$ cat src/rtl/morse_key_decoder.sv
// Hand-keyed Morse decoder: classifies key presses into dots/dashes by tick
// duration and emits a letter index (A=0..Z=25, 31=invalid) after a release gap.
module morse_key_decoder #(
    parameter int PRESCALE   = 1000,
    parameter int MIN_PRESS  = 2,
    parameter int DOT_MAX    = 40,
    parameter int LETTER_GAP = 80
) (
    input  logic       clk,
    input  logic       rst_n,
    input  logic       key_i,
    output logic       sym_v_o,
    output logic       sym_o,
    output logic [4:0] letter_o,
    output logic       valid_o,
    output logic       error_o,
    output logic       busy_o
);

    localparam int PW = (PRESCALE > 2) ? $clog2(PRESCALE) : 1;
    localparam logic [PW-1:0] PRESC_LAST = PW'(PRESCALE - 1);
    localparam logic [7:0] MIN_C      = 8'(MIN_PRESS);
    localparam logic [7:0] DOT_C      = 8'(DOT_MAX);
    localparam logic [7:0] GAP_LAST_C = 8'(LETTER_GAP - 1);

    typedef enum logic [1:0] {IDLE, PRESS, GAP, EMIT} state_t;

    state_t        state_q, state_d;
    logic          key_meta_q, key_s_q, key_prev_q;
    logic [PW-1:0] presc_q;
    logic [7:0]    dur_q, dur_d;
    logic [2:0]    len_q;
    logic [3:0]    pat_q;
    logic          ovf_q;
    logic          sym_v_q, sym_q, valid_q, error_q;
    logic [4:0]    letter_q;

    logic          tick, rise, fall, gap_done;
    logic          append, dash;
    logic [4:0]    dec_letter;

    always_ff @(posedge clk) begin
        if (!rst_n) begin
            key_meta_q <= 1'b0;
            key_s_q    <= 1'b0;
            key_prev_q <= 1'b0;
        end else begin
            key_meta_q <= key_i;
            key_s_q    <= key_meta_q;
            key_prev_q <= key_s_q;
        end
    end

    assign rise = key_s_q & ~key_prev_q;
    assign fall = ~key_s_q & key_prev_q;
    assign tick = (presc_q == PRESC_LAST);

    always_ff @(posedge clk) begin
        if (!rst_n || tick) begin
            presc_q <= '0;
        end else begin
            presc_q <= presc_q + 1'b1;
        end
    end

    // The gap closes on the tick that would carry dur to LETTER_GAP, so valid_o
    // lands exactly one clock after that tick.
    assign gap_done = tick && (dur_q == GAP_LAST_C);

    always_comb begin
        state_d = state_q;
        append  = 1'b0;
        dash    = 1'b0;
        case (state_q)
            IDLE: begin
                if (rise) state_d = PRESS;
            end
            PRESS: begin
                if (fall) begin
                    if (dur_q < MIN_C) begin
                        state_d = (len_q == 3'd0) ? IDLE : GAP;
                    end else begin
                        append  = 1'b1;
                        dash    = (dur_q >= DOT_C);
                        state_d = GAP;
                    end
                end
            end
            GAP: begin
                if (rise)          state_d = PRESS;
                else if (gap_done) state_d = EMIT;
            end
            EMIT: state_d = IDLE;
            default: state_d = IDLE;
        endcase
    end

    always_comb begin
        dur_d = dur_q;
        if (state_d != state_q) begin
            dur_d = 8'd0;
        end else if (tick && dur_q != 8'hFF) begin
            dur_d = dur_q + 8'd1;
        end
    end

    always_ff @(posedge clk) begin
        if (!rst_n) begin
            state_q <= IDLE;
            dur_q   <= 8'd0;
        end else begin
            state_q <= state_d;
            dur_q   <= dur_d;
        end
    end

    always_ff @(posedge clk) begin
        if (!rst_n || state_d == IDLE) begin
            len_q <= 3'd0;
            pat_q <= 4'd0;
            ovf_q <= 1'b0;
        end else if (append) begin
            if (len_q == 3'd4) begin
                ovf_q <= 1'b1;
            end else begin
                len_q <= len_q + 3'd1;
                pat_q <= {pat_q[2:0], dash};
            end
        end
    end

    // pat is right-aligned, newest symbol in bit 0, 1 = dash
    always_comb begin
        dec_letter = 5'd31;
        case ({len_q, pat_q})
            {3'd1, 4'b0000}: dec_letter = 5'd4;   // E
            {3'd1, 4'b0001}: dec_letter = 5'd19;  // T
            {3'd2, 4'b0000}: dec_letter = 5'd8;   // I
            {3'd2, 4'b0001}: dec_letter = 5'd0;   // A
            {3'd2, 4'b0010}: dec_letter = 5'd13;  // N
            {3'd2, 4'b0011}: dec_letter = 5'd12;  // M
            {3'd3, 4'b0000}: dec_letter = 5'd18;  // S
            {3'd3, 4'b0001}: dec_letter = 5'd20;  // U
            {3'd3, 4'b0010}: dec_letter = 5'd17;  // R
            {3'd3, 4'b0011}: dec_letter = 5'd22;  // W
            {3'd3, 4'b0100}: dec_letter = 5'd3;   // D
            {3'd3, 4'b0101}: dec_letter = 5'd10;  // K
            {3'd3, 4'b0110}: dec_letter = 5'd6;   // G
            {3'd3, 4'b0111}: dec_letter = 5'd14;  // O
            {3'd4, 4'b0000}: dec_letter = 5'd7;   // H
            {3'd4, 4'b0001}: dec_letter = 5'd21;  // V
            {3'd4, 4'b0010}: dec_letter = 5'd5;   // F
            {3'd4, 4'b0100}: dec_letter = 5'd11;  // L
            {3'd4, 4'b0110}: dec_letter = 5'd15;  // P
            {3'd4, 4'b0111}: dec_letter = 5'd9;   // J
            {3'd4, 4'b1000}: dec_letter = 5'd1;   // B
            {3'd4, 4'b1001}: dec_letter = 5'd23;  // X
            {3'd4, 4'b1010}: dec_letter = 5'd2;   // C
            {3'd4, 4'b1011}: dec_letter = 5'd24;  // Y
            {3'd4, 4'b1100}: dec_letter = 5'd25;  // Z
            {3'd4, 4'b1101}: dec_letter = 5'd16;  // Q
            default:         dec_letter = 5'd31;
        endcase
        if (ovf_q) dec_letter = 5'd31;
    end

    always_ff @(posedge clk) begin
        if (!rst_n) begin
            sym_v_q  <= 1'b0;
            sym_q    <= 1'b0;
            valid_q  <= 1'b0;
            error_q  <= 1'b0;
            letter_q <= 5'd0;
        end else begin
            sym_v_q <= append;
            sym_q   <= append & dash;
            valid_q <= (state_d == EMIT);
            error_q <= (state_d == EMIT) && (dec_letter == 5'd31);
            if (state_d == EMIT) letter_q <= dec_letter;
        end
    end

    assign sym_v_o  = sym_v_q;
    assign sym_o    = sym_q;
    assign valid_o  = valid_q;
    assign error_o  = error_q;
    assign letter_o = letter_q;
    assign busy_o   = (state_q != IDLE);

endmodule

$ cat config.mk
export PLATFORM = sky130hd
export DESIGN_NAME = morse_key_decoder
export DESIGN_NICKNAME = d
export VERILOG_FILES = /design/src/rtl/morse_key_decoder.sv
export SDC_FILE = /design/constraint.sdc
export NUM_CORES = 1
export LEC_CHECK = 0
export ABC_AREA = 1
export CAP_MARGIN = 40
export CELL_PAD_IN_SITES_DETAIL_PLACEMENT = 2
export CELL_PAD_IN_SITES_GLOBAL_PLACEMENT = 2
export CORE_MARGIN = 5
export CORE_UTILIZATION = 39
export CTS_CLUSTER_DIAMETER = 100
export CTS_CLUSTER_SIZE = 25
export DETAILED_ROUTE_END_ITERATION = 16
export DONT_BUFFER_PORTS = 1
export GPL_TIMING_DRIVEN = 0
export PLACE_DENSITY = 0.82
export REMOVE_ABC_BUFFERS = 1
export SLEW_MARGIN = 10
export SYNTH_ARGS = -nofsm -noshare
export SYNTH_HDL_FRONTEND = slang
export SYNTH_SLANG_ARGS = --single-unit
export TNS_END_PERCENT = 10
$ cat constraint.sdc
create_clock -name clk -period 6.8 [get_ports clk]
set_clock_uncertainty 0.1 [all_clocks]
set_input_delay 1.02 -clock clk [delete_from_list [all_inputs] [get_ports clk]]
set_output_delay 1.02 -clock clk [all_outputs]
set_load 0.01 [all_outputs]
==> results.sh, run 1 <==
export IMPL_antenna_found_initial=0
export IMPL_finalCritPeriodShare_pct=41.9
export IMPL_multiInputGateArea_mm2=0.00128
export IMPL_syn_inst=335
export IMPL_p_per_area_mw_per_mm2=200
export IMPL_postRouteAntennaNets=0
export IMPL_cpPeakStageDelay_ps=370
export IMPL_grt_start_max_net_pins=18
export IMPL_ioPinCount=13
export IMPL_clk_pin_slew_ps=90
export IMPL_cp_required_ps=6890
export IMPL_synth_enable_flop_cells=0
export IMPL_setup_violations=0
export IMPL_avgViaCountPerCell=5.04
export IMPL_synth_most_common_cell="nand2_1"
export IMPL_path_class="reg2reg"
export IMPL_synth_seq_cells=45
export IMPL_place_gp_congestion=0.778
export IMPL_remaining_drc_errors=0
export IMPL_routedWlPerCell_um=15.1
export IMPL_h_tree_depth=2
export IMPL_holdCritPathClass="reg2reg"
export IMPL_synth_top_area_share_pct=37.4
export IMPL_cts_tree="done"
export IMPL_fp_coreArea_mm2=0.00596
export IMPL_hold_buffers=0
export IMPL_dieArea_mm2=0.00785
export IMPL_crit_path_max_fanout=17
export IMPL_start_kind="register"
export IMPL_wirelength_um=6290
export IMPL_grt_pass1_wl_um=10800
export IMPL_nFillCells=727
export IMPL_worstPathCellList="ha_1 -> nand2_1 -> inv_2 -> nand3_2 -> nor2_2 -> nand2_1 -> nand2_1 -> nand2_1 -> nand2_2 -> nand3_4 -> nand2_4 -> nand2_1 -> inv_1 -> ha_1 -> o21ai_0 -> nor3_1 -> nor2_1"
export IMPL_synthTopCellsByCount="nand2_1 (80), inv_1 (46), dfxtp_1 (45)"
export IMPL_crit_path_end_kind="register"
export IMPL_synth_distinct_cells=38
export IMPL_cts_resized=0
export IMPL_drtIter0Drc=25
export IMPL_reg2reg_depth=17
export IMPL_area_growth_pct=7.43
export IMPL_cts_root_buf="clkbuf_8"
export IMPL_yosysSeqAreaShare_pct=37.4
export IMPL_final_max_slew_viol_count=0
export IMPL_netlist_area_mm2=0.00241
export IMPL_fp_dieW_um=88.6
export IMPL_period_minus_slack_ps=2850
export IMPL_synthFlopType="dfxtp_1"
export IMPL_portBuffers=0
export IMPL_whs_path_depth=2
export IMPL_crit_path_frequent_cell="nand2_1"
export IMPL_rrSetupSlack_ps=3950
export IMPL_rr_startpoint="presc_q[0]"
export IMPL_worstHoldStart="key_meta_q"
export IMPL_synthTopCellsByArea="dfxtp_1 (37%), nand2_1 (12%), inv_1 (7.2%), nor2_1 (5.9%), ha_1 (5.7%)"
export IMPL_grt_pass1_vias=2346
export IMPL_row_count=28
export IMPL_synth_largest_area_cell="dfxtp_1"
export IMPL_place_ws_ps=3940
export IMPL_final_core_util_pct=43.4
export IMPL_drv_cap=0
export IMPL_final_cells=415
export IMPL_arrival_ps=2940
export IMPL_p_leak_nw=1.14
export IMPL_cts_setup_buffers=0
export IMPL_rsz0062_at_grt="false"
export IMPL_dr_pass1_iters=4
export IMPL_worst_path_max_delay_cell="dfxtp_1"
export IMPL_grt_usage_pct=17.9
export IMPL_slew_headroom_pct=52.5
export IMPL_drive_gt1_share_pct=10.6
export IMPL_status="finished clean"
export IMPL_ir_drop_v=0.0000880
export IMPL_dp_hpwl_um=4900
export IMPL_fp_dieH_um=88.6
export IMPL_synthArstFlopShare_pct=0
export IMPL_tightest_slew_ps=707
export IMPL_syn_area_per_cell_um2=7.19
export IMPL_vias=2093
export IMPL_cts_buffers=5
export IMPL_power_mw=0.519
export IMPL_insertion_delay_ps=310
export IMPL_synth_warnings=0
export IMPL_hold_end="key_s_q"
export IMPL_dp_cells=407
export IMPL_fmax_ghz=0.351
export IMPL_cts_sinks=45
export IMPL_initial_core_util_pct=40.4
export IMPL_final_seq_area_um2=901
export IMPL_finalHoldViolations=0
export IMPL_clk_path_buf_depth=2
export IMPL_timing_final_ws_setup_ps=3950
export IMPL_num_antenna_cells=0
export IMPL_fin_nets=353
export IMPL_grt_overflow_total=0
export IMPL_setup_tns_ps=0
==> per-stage QoR <==
| stage | hold WS [ps] | area, um2 |
|---|---|---|
| 6_report | 335 | 2590 |
| 5_1_grt | 375 | 2590 |
| 4_1_cts | 340 | 2590 |
| 3_5_place_dp | 326 | 2480 |
| 3_3_place_gp | 299 | 2480 |
| 2_1_floorplan | 290 | 2380 |
==> how the worst max path moves through the flow <==
stage | from | end | slack [ps] | cells past startpoint
after floorplan | presc_q[0] | register | 4520 | 19
final | presc_q[0] | register | 3950 | 17
after global routing | presc_q[0] | register | 3680 | 17
after CTS | presc_q[0] | register | 3860 | 17
after detailed placement | presc_q[0] | register | 3940 | 17
after global placement | presc_q[0] | register | 4040 | 17
==> kinds of logic (layout without fill, tap and decap cells) <==
logic type / Yosys count / count (layout) / share of synthesized area [%]
simple gates: 178 / 178 / 35.1
compound gates: 39 / 39 / 9.92
xor+xnor: 6 / 6 / 2.49
buf+inv: 56 / 61 / 9.35
flops: 45 / 45 / 37.4
fa+ha+maj: 11 / 11 / 5.71
==> report_power, final <==
group | internal (mW) | leakage, nW | switching (mW)
sequential | 0.270 | 0.364 | 0.00507
combinational | 0.0104 | 0.720 | 0.0274
clock | 0.110 | 0.0554 | 0.0956
==> routing by layer <==
| layer | share of wire (%) | GRT usage (%) |
|---|---|---|
| met5 | 0 | 0 |
| met2 | 54 | 34.8 |
| met4 | 1.5 | 5.49 |
| met1 | 43 | 18.8 |
| met3 | 1.7 | 4.00 |
==> area by class of cell <==
type | instances | share of cell area (%)
multi-input cells | 234 | 49.6
inverters | 53 | 7.69
flip-flops and latches | 45 | 34.8
well taps | 75 | 3.63
clock inverters | 2 | 1.50
clock buffers | 6 | 2.80
==> cell usage in the layout (no fill, tap or decap), types with 5 or more instances in the layout <==
cell type / n
a21oi_1: 12
inv_1: 46
nor2_1: 38
nand2_1: 80
dfxtp_1: 45
nand3_1: 22
inv_2: 7
ha_1: 11
o21ai_0: 15
clkbuf_8: 5
nor3_1: 8
==> critical path, delay by kind of cell (launching register included) <==
kind	cells	cell delay (ps)
compound gates	1	100
buf+inv	2	280
flops	1	370
simple gates	12	1500
fa+ha+maj	2	390
(Power assumes the default switching activity.)
==> run 2, diff against run 1 <==
--- a/config.mk
+++ b/config.mk
@@ -5,7 +5,7 @@
 export SDC_FILE = /design/constraint.sdc
 export NUM_CORES = 1
 export LEC_CHECK = 0
-export ABC_AREA = 1
+export ABC_AREA = 0
 export CAP_MARGIN = 40
 export CELL_PAD_IN_SITES_DETAIL_PLACEMENT = 2
 export CELL_PAD_IN_SITES_GLOBAL_PLACEMENT = 2
@@ -16,7 +16,7 @@
 export DETAILED_ROUTE_END_ITERATION = 16
 export DONT_BUFFER_PORTS = 1
 export GPL_TIMING_DRIVEN = 0
-export PLACE_DENSITY = 0.82
+export PLACE_DENSITY = 0.76
 export REMOVE_ABC_BUFFERS = 1
 export SLEW_MARGIN = 10
 export SYNTH_ARGS = -nofsm -noshare
==> constraint.sdc (replaced) <==
create_clock -name clk -period 2.63 [get_ports clk]
set_clock_uncertainty 0.1 [all_clocks]
set_input_delay 0.3945 -clock clk [delete_from_list [all_inputs] [get_ports clk]]
set_output_delay 0.3945 -clock clk [all_outputs]
set_load 0.01 [all_outputs]
==> results.sh, run 2 <==
export IMPL_dieArea_mm2=0.00797
export IMPL_p_per_area_mw_per_mm2=467
export IMPL_netlist_area_mm2=0.00245
export IMPL_start_kind="register"
export IMPL_wl_met1_um=3320
export IMPL_place_ws_ps=-1070
export IMPL_grt_pass1_vias=2251
export IMPL_dp_hpwl_um=4800
export IMPL_cp_required_ps=2710
export IMPL_cts_buffers=5
export IMPL_grt_overflow_total=0
export IMPL_synthFlopType="dfxtp_1"
export IMPL_synth_distinct_cells=62
export IMPL_row_count=28
export IMPL_postPlaceCellArea_mm2=0.00251
export IMPL_synthArstFlopShare_pct=0
export IMPL_postRouteAntennaNets=0
export IMPL_worstPathCellList="or4_4 -> o211ai_4 -> mux2_4 -> nand2_8 -> ha_4 -> o2111a_1 -> a31oi_1 -> a211oi_2 -> a211oi_2"
export IMPL_rr_startpoint="dur_q[1]"
export IMPL_clk_pin_slew_ps=90
export IMPL_routedWlPerCell_um=19.6
export IMPL_power_mw=1.35
export IMPL_antenna_found_initial=0
export IMPL_timing_final_ws_setup_ps=-108
export IMPL_fp_dieW_um=89.3
export IMPL_insertion_delay_ps=300
export IMPL_initial_core_util_pct=40.7
export IMPL_crit_path_end_kind="register"
export IMPL_clk_path_buf_depth=2
export IMPL_cts_root_buf="clkbuf_8"
export IMPL_area_growth_pct=18.1
export IMPL_remaining_drc_errors=0
export IMPL_dr_pass1_iters=4
export IMPL_cts_sinks=45
export IMPL_dr_wl_met2_um=3310
export IMPL_synth_largest_area_cell="dfxtp_1"
export IMPL_grt_pass1_wl_um=11800
export IMPL_period_minus_slack_ps=2740
export IMPL_status="finished, violations left"
export IMPL_avgViaCountPerCell=5.86
export IMPL_yosysSeqAreaShare_pct=36.8
export IMPL_dr_wl_met3_um=219
export IMPL_synth_enable_flop_cells=0
export IMPL_num_antenna_cells=0
export IMPL_final_max_slew_viol_count=0
export IMPL_crit_path_frequent_cell="a211oi_2"
export IMPL_drive_gt1_share_pct=21.7
export IMPL_nFillCells=652
export IMPL_synth_most_common_cell="dfxtp_1"
export IMPL_finalHoldViolations=0
export IMPL_tightest_slew_ps=574
export IMPL_slew_headroom_pct=61.4
export IMPL_finalCritPeriodShare_pct=104
export IMPL_place_gp_congestion=0.834
export IMPL_drv_cap=0
export IMPL_path_class="reg2reg"
export IMPL_design_area_mm2=0.00289
export IMPL_arrival_ps=2820
export IMPL_fin_nets=294
export IMPL_hold_buffers=0
export IMPL_synth_seq_cells=45
export IMPL_rsz0062_at_grt="true"
export IMPL_holdCritPathClass="in2reg"
export IMPL_grt_usage_pct=19.5
export IMPL_portBuffers=0
export IMPL_synth_warnings=0
export IMPL_worstHoldStart="rst_n"
export IMPL_worst_path_max_delay_cell="or4_4"
export IMPL_fp_coreArea_mm2=0.00603
export IMPL_startpoint="dur_q[1]"
export IMPL_fp_dieH_um=89.3
export IMPL_layout_common_cells="nor2_1 (39), dfxtp_1 (38), nand2_1 (12), xor2_1 (10)"
export IMPL_layout_commonest_cell="nor2_1"
export IMPL_crit_path_max_fanout=7
export IMPL_drtIter0Drc=68
export IMPL_setup_violations=3
export IMPL_fmax_ghz=0.365
export IMPL_h_tree_depth=2
export IMPL_ir_drop_v=0.000201
export IMPL_synth_top_area_share_pct=36.8
export IMPL_syn_inst=272
export IMPL_syn_area_per_cell_um2=9.01
export IMPL_synthTopCellsByArea="dfxtp_1 (37%), nor2_1 (6.1%), ha_1 (5.6%), xor2_1 (3.6%), mux2i_1 (3.3%)"
export IMPL_p_leak_nw=1.04
export IMPL_rrSetupSlack_ps=-110
export IMPL_synthTopCellsByCount="dfxtp_1 (45), nor2_1 (40), nand2_1 (14)"
export IMPL_wirelength_um=6990
export IMPL_cpPeakStageDelay_ps=590
export IMPL_maxUsedRoutingLayer="met4"
export IMPL_grt_start_max_net_pins=15
export IMPL_failed_checks="negative setup slack"
export IMPL_cts_tree="done"
export IMPL_vias=2086
export IMPL_ioPinCount=13
[run 2: area by class of cell]
cell class	count	area (um2)	area share [%]
Clock buffer	5	68.8	2.38
Clock inverter	3	65.1	2.25
Inverter	11	41.3	1.43
Multi-Input combinational cell	209	1640	56.6
Sequential cell	45	915	31.6
Tap cell	75	93.8	3.24
Timing Repair Buffer	8	72.6	2.51
[run 2: cells by family after synthesis]
logic type / share of synthesized area [%]
flip-flops: 36.8
AO/OA/AOI/OAI: 19.1
adder cells (fa/ha/maj): 5.62
AND/OR/NAND/NOR: 23.8
XOR/XNOR: 6.43
multiplexers: 5.10
buffers and inverters: 3.16
[run 2: per-stage QoR]
stage	util [%]	hold slack, ps	instances	setup TNS [ps]
floorplan	-	312	265	-1110
global route	48.0	95.6	356	-837
finish	48.0	114	356	-270
detailed placement	41.6	324	340	-4720
global placement	41.6	315	340	-4500
CTS	47.6	101	356	-170
[run 2: worst paths after layout]
kind / endpoint / cells past startpoint
hold / removal: key_meta_q / 1
hold reg to reg: key_s_q / 1
setup reg to reg: register / 9
setup / recovery: register / 9
[run 2: what timing repair did]
action / CTS / global route
setup endpoints to repair: 5 / 6
setup buffers: 8 / 0
hold endpoints to repair: 0 / 0
gates resized for setup: 35 / 6
pin swaps: 6 / 1
[run 2: layer usage]
metal	track usage, %	up-vias
li1	-	1006
met4	6.77	0
met1	25.2	1021
met3	4.24	16
met5	0	-
met2	31.9	43
[run 2: worst max-delay path, delay by kind of cell (launching register included)]
kind | cells | cell delay, ps
multiplexers | 1 | 380
AND/OR/NAND/NOR | 2 | 710
adder cells (fa/ha/maj) | 1 | 160
AO/OA/AOI/OAI | 5 | 900
flip-flops | 1 | 370
[run 2: report_power, final]
group / internal [mW] / switching, mW / leakage [nW]
clock: 0.377 / 0.243 / 0.0681
combinational: 0.0123 / 0.0241 / 0.609
sequential: 0.686 / 0.00825 / 0.367
total: 1.08 / 0.275 / 1.04
==> run 3, diff against run 2 <==
--- a/config.mk
+++ b/config.mk
@@ -10,13 +10,13 @@
 export CELL_PAD_IN_SITES_DETAIL_PLACEMENT = 2
 export CELL_PAD_IN_SITES_GLOBAL_PLACEMENT = 2
 export CORE_MARGIN = 5
-export CORE_UTILIZATION = 39
+export CORE_UTILIZATION = 35
 export CTS_CLUSTER_DIAMETER = 100
 export CTS_CLUSTER_SIZE = 25
 export DETAILED_ROUTE_END_ITERATION = 16
 export DONT_BUFFER_PORTS = 1
 export GPL_TIMING_DRIVEN = 0
-export PLACE_DENSITY = 0.76
+export PLACE_DENSITY = 0.7
 export REMOVE_ABC_BUFFERS = 1
 export SLEW_MARGIN = 10
 export SYNTH_ARGS = -nofsm -noshare
==> results.sh, run 3 (same netlist as run 2, synthesis figures left out) <==
export IMPL_crit_path_max_fanout=7
export IMPL_crit_path_end_kind="register"
export IMPL_postRouteAntennaNets=0
export IMPL_clk_pin_slew_ps=90
export IMPL_antenna_found_initial=0
export IMPL_initial_core_util_pct=36.1
export IMPL_layout_common_cells="nor2_1 (40), dfxtp_1 (36), buf_4 (13), nand2_1 (12), xor2_1 (10)"
export IMPL_rrSetupSlack_ps=-30
export IMPL_period_minus_slack_ps=2660
export IMPL_grt_usage_pct=17.4
export IMPL_remaining_drc_errors=0
export IMPL_tightest_slew_ps=602
export IMPL_vias=2138
export IMPL_dieArea_mm2=0.00878
export IMPL_path_class="reg2reg"
export IMPL_holdCritPathClass="in2reg"
export IMPL_final_cells=383
export IMPL_avgViaCountPerCell=5.58
export IMPL_clk_path_buf_depth=2
export IMPL_p_per_area_mw_per_mm2=454
export IMPL_portBuffers=0
export IMPL_worstHoldStart="rst_n"
export IMPL_timing_final_ws_setup_ps=-33.0
export IMPL_layout_commonest_cell="nor2_1"
export IMPL_grt_start_max_net_pins=15
export IMPL_status="finished, violations left"
export IMPL_routedWlPerCell_um=18.6
export IMPL_insertion_delay_ps=310
export IMPL_finalCritPeriodShare_pct=101
export IMPL_num_antenna_cells=0
export IMPL_final_max_slew_viol_count=0
export IMPL_failed_checks="negative setup slack"
export IMPL_area_growth_pct=22.6
export IMPL_power_mw=1.36
export IMPL_finalHoldViolations=0
export IMPL_slew_headroom_pct=59.7
export IMPL_dr_pass1_iters=4
export IMPL_whs_path_depth=1
export IMPL_grt_overflow_total=0
export IMPL_fp_dieW_um=93.7
export IMPL_row_count=30
export IMPL_postPlaceCellArea_mm2=0.00253
export IMPL_ioPinCount=13
export IMPL_fp_coreArea_mm2=0.00679
export IMPL_fin_nets=300
export IMPL_fp_dieH_um=93.7
export IMPL_grt_pass1_vias=2294
export IMPL_design_area_mm2=0.00300
export IMPL_hold_end="key_s_q"
export IMPL_drtIter0Drc=68
export IMPL_dp_cells=361
export IMPL_worst_path_max_delay_cell="or4_4"
export IMPL_start_kind="register"
export IMPL_nFillCells=711
export IMPL_fmax_ghz=0.376
export IMPL_rsz0062_at_grt="true"
export IMPL_setup_tns_ps=-33.3
export IMPL_drv_cap=0
export IMPL_grt_pass1_wl_um=11900
export IMPL_cts_root_buf="clkbuf_8"
export IMPL_dp_hpwl_um=4670
export IMPL_cts_buffers=5
export IMPL_drive_gt1_share_pct=24.4
export IMPL_h_tree_depth=2
export IMPL_cp_required_ps=2710
export IMPL_worstPathCellList="or4_4 -> o211ai_4 -> mux2_4 -> nand2_8 -> ha_4 -> mux2_2 -> o22ai_1 -> a211oi_2"
export IMPL_reg2reg_depth=8
export IMPL_startpoint="dur_q[2]"
export IMPL_fin_hold_ws_ps=110
export IMPL_arrival_ps=2740
export IMPL_cts_tree="done"
export IMPL_wirelength_um=7130
export IMPL_place_gp_congestion=0.799
export IMPL_p_leak_nw=1.08
export IMPL_rr_startpoint="dur_q[2]"
export IMPL_setup_violations=2
export IMPL_cpPeakStageDelay_ps=570
export IMPL_cts_sinks=45
export IMPL_ir_drop_v=0.000165
run 3: cell types whose count changed in the layout (fill, tap and decap cells not counted), sizes merged:
cell	previous run	this run
buf	8	14
run 3: final cells by class:
cell class | instances | area [um2] | share of cell area [%]
timing repair buffer | 14 | 109 | 3.62
inverter | 11 | 41.3 | 1.37
clock inverter | 3 | 65.1 | 2.17
multi-input combinational | 209 | 1680 | 55.9
clock buffer | 5 | 68.8 | 2.29
sequential | 45 | 922 | 30.7
tap | 96 | 120 | 4.00
run 3: metal layers:
layer / GRT usage [%] / part of all wire [%] / wire length, um
met1: 22.1 / 47 / 3360
met2: 28.5 / 47 / 3360
met3: 3.53 / 3.6 / 256
met4: 6.98 / 2.1 / 153
met5: 0 / 0 / 0
run 3: per-stage QoR:
stage               util, %  setup WS (ps)
floorplan                 -           -385
global placement       37.3          -1030
detailed placement     37.3          -1100
CTS                    43.9          -9.64
global route           44.2           -121
finish                 44.2          -33.0
run 3: where the power goes:
group          total (mW)  switching [mW]  leakage, nW  internal (mW)
registers           0.692         0.00781        0.369          0.685
logic              0.0378          0.0244        0.647         0.0134
clock network       0.633           0.256       0.0681          0.378
total                1.36           0.288         1.08           1.08
run 3: critical path: cells and delay by family (launching register included):
family          cells  cell delay [ps]
simple gates        2              680
mux                 2              630
compound gates      3              530
flops               1              380
fa+ha+maj           1              220
run 3: worst max path at each step:
stage / end / depth (start not counted)
final: register / 8
after global routing: register / 10
after CTS: register / 8
after detailed placement: register / 10
after global placement: register / 10
after floorplan: register / 10
run 3: what timing repair did:
| action | 4_1_cts | 5_1_grt |
|---|---|---|
| resized for setup | 45 | 7 |
| cloned | 0 | 0 |
| hold buffers | 0 | 0 |
| setup buffers | 14 | 0 |
| pin swaps | 7 | 0 |
| endpoints found under the setup margin | 5 | 5 |
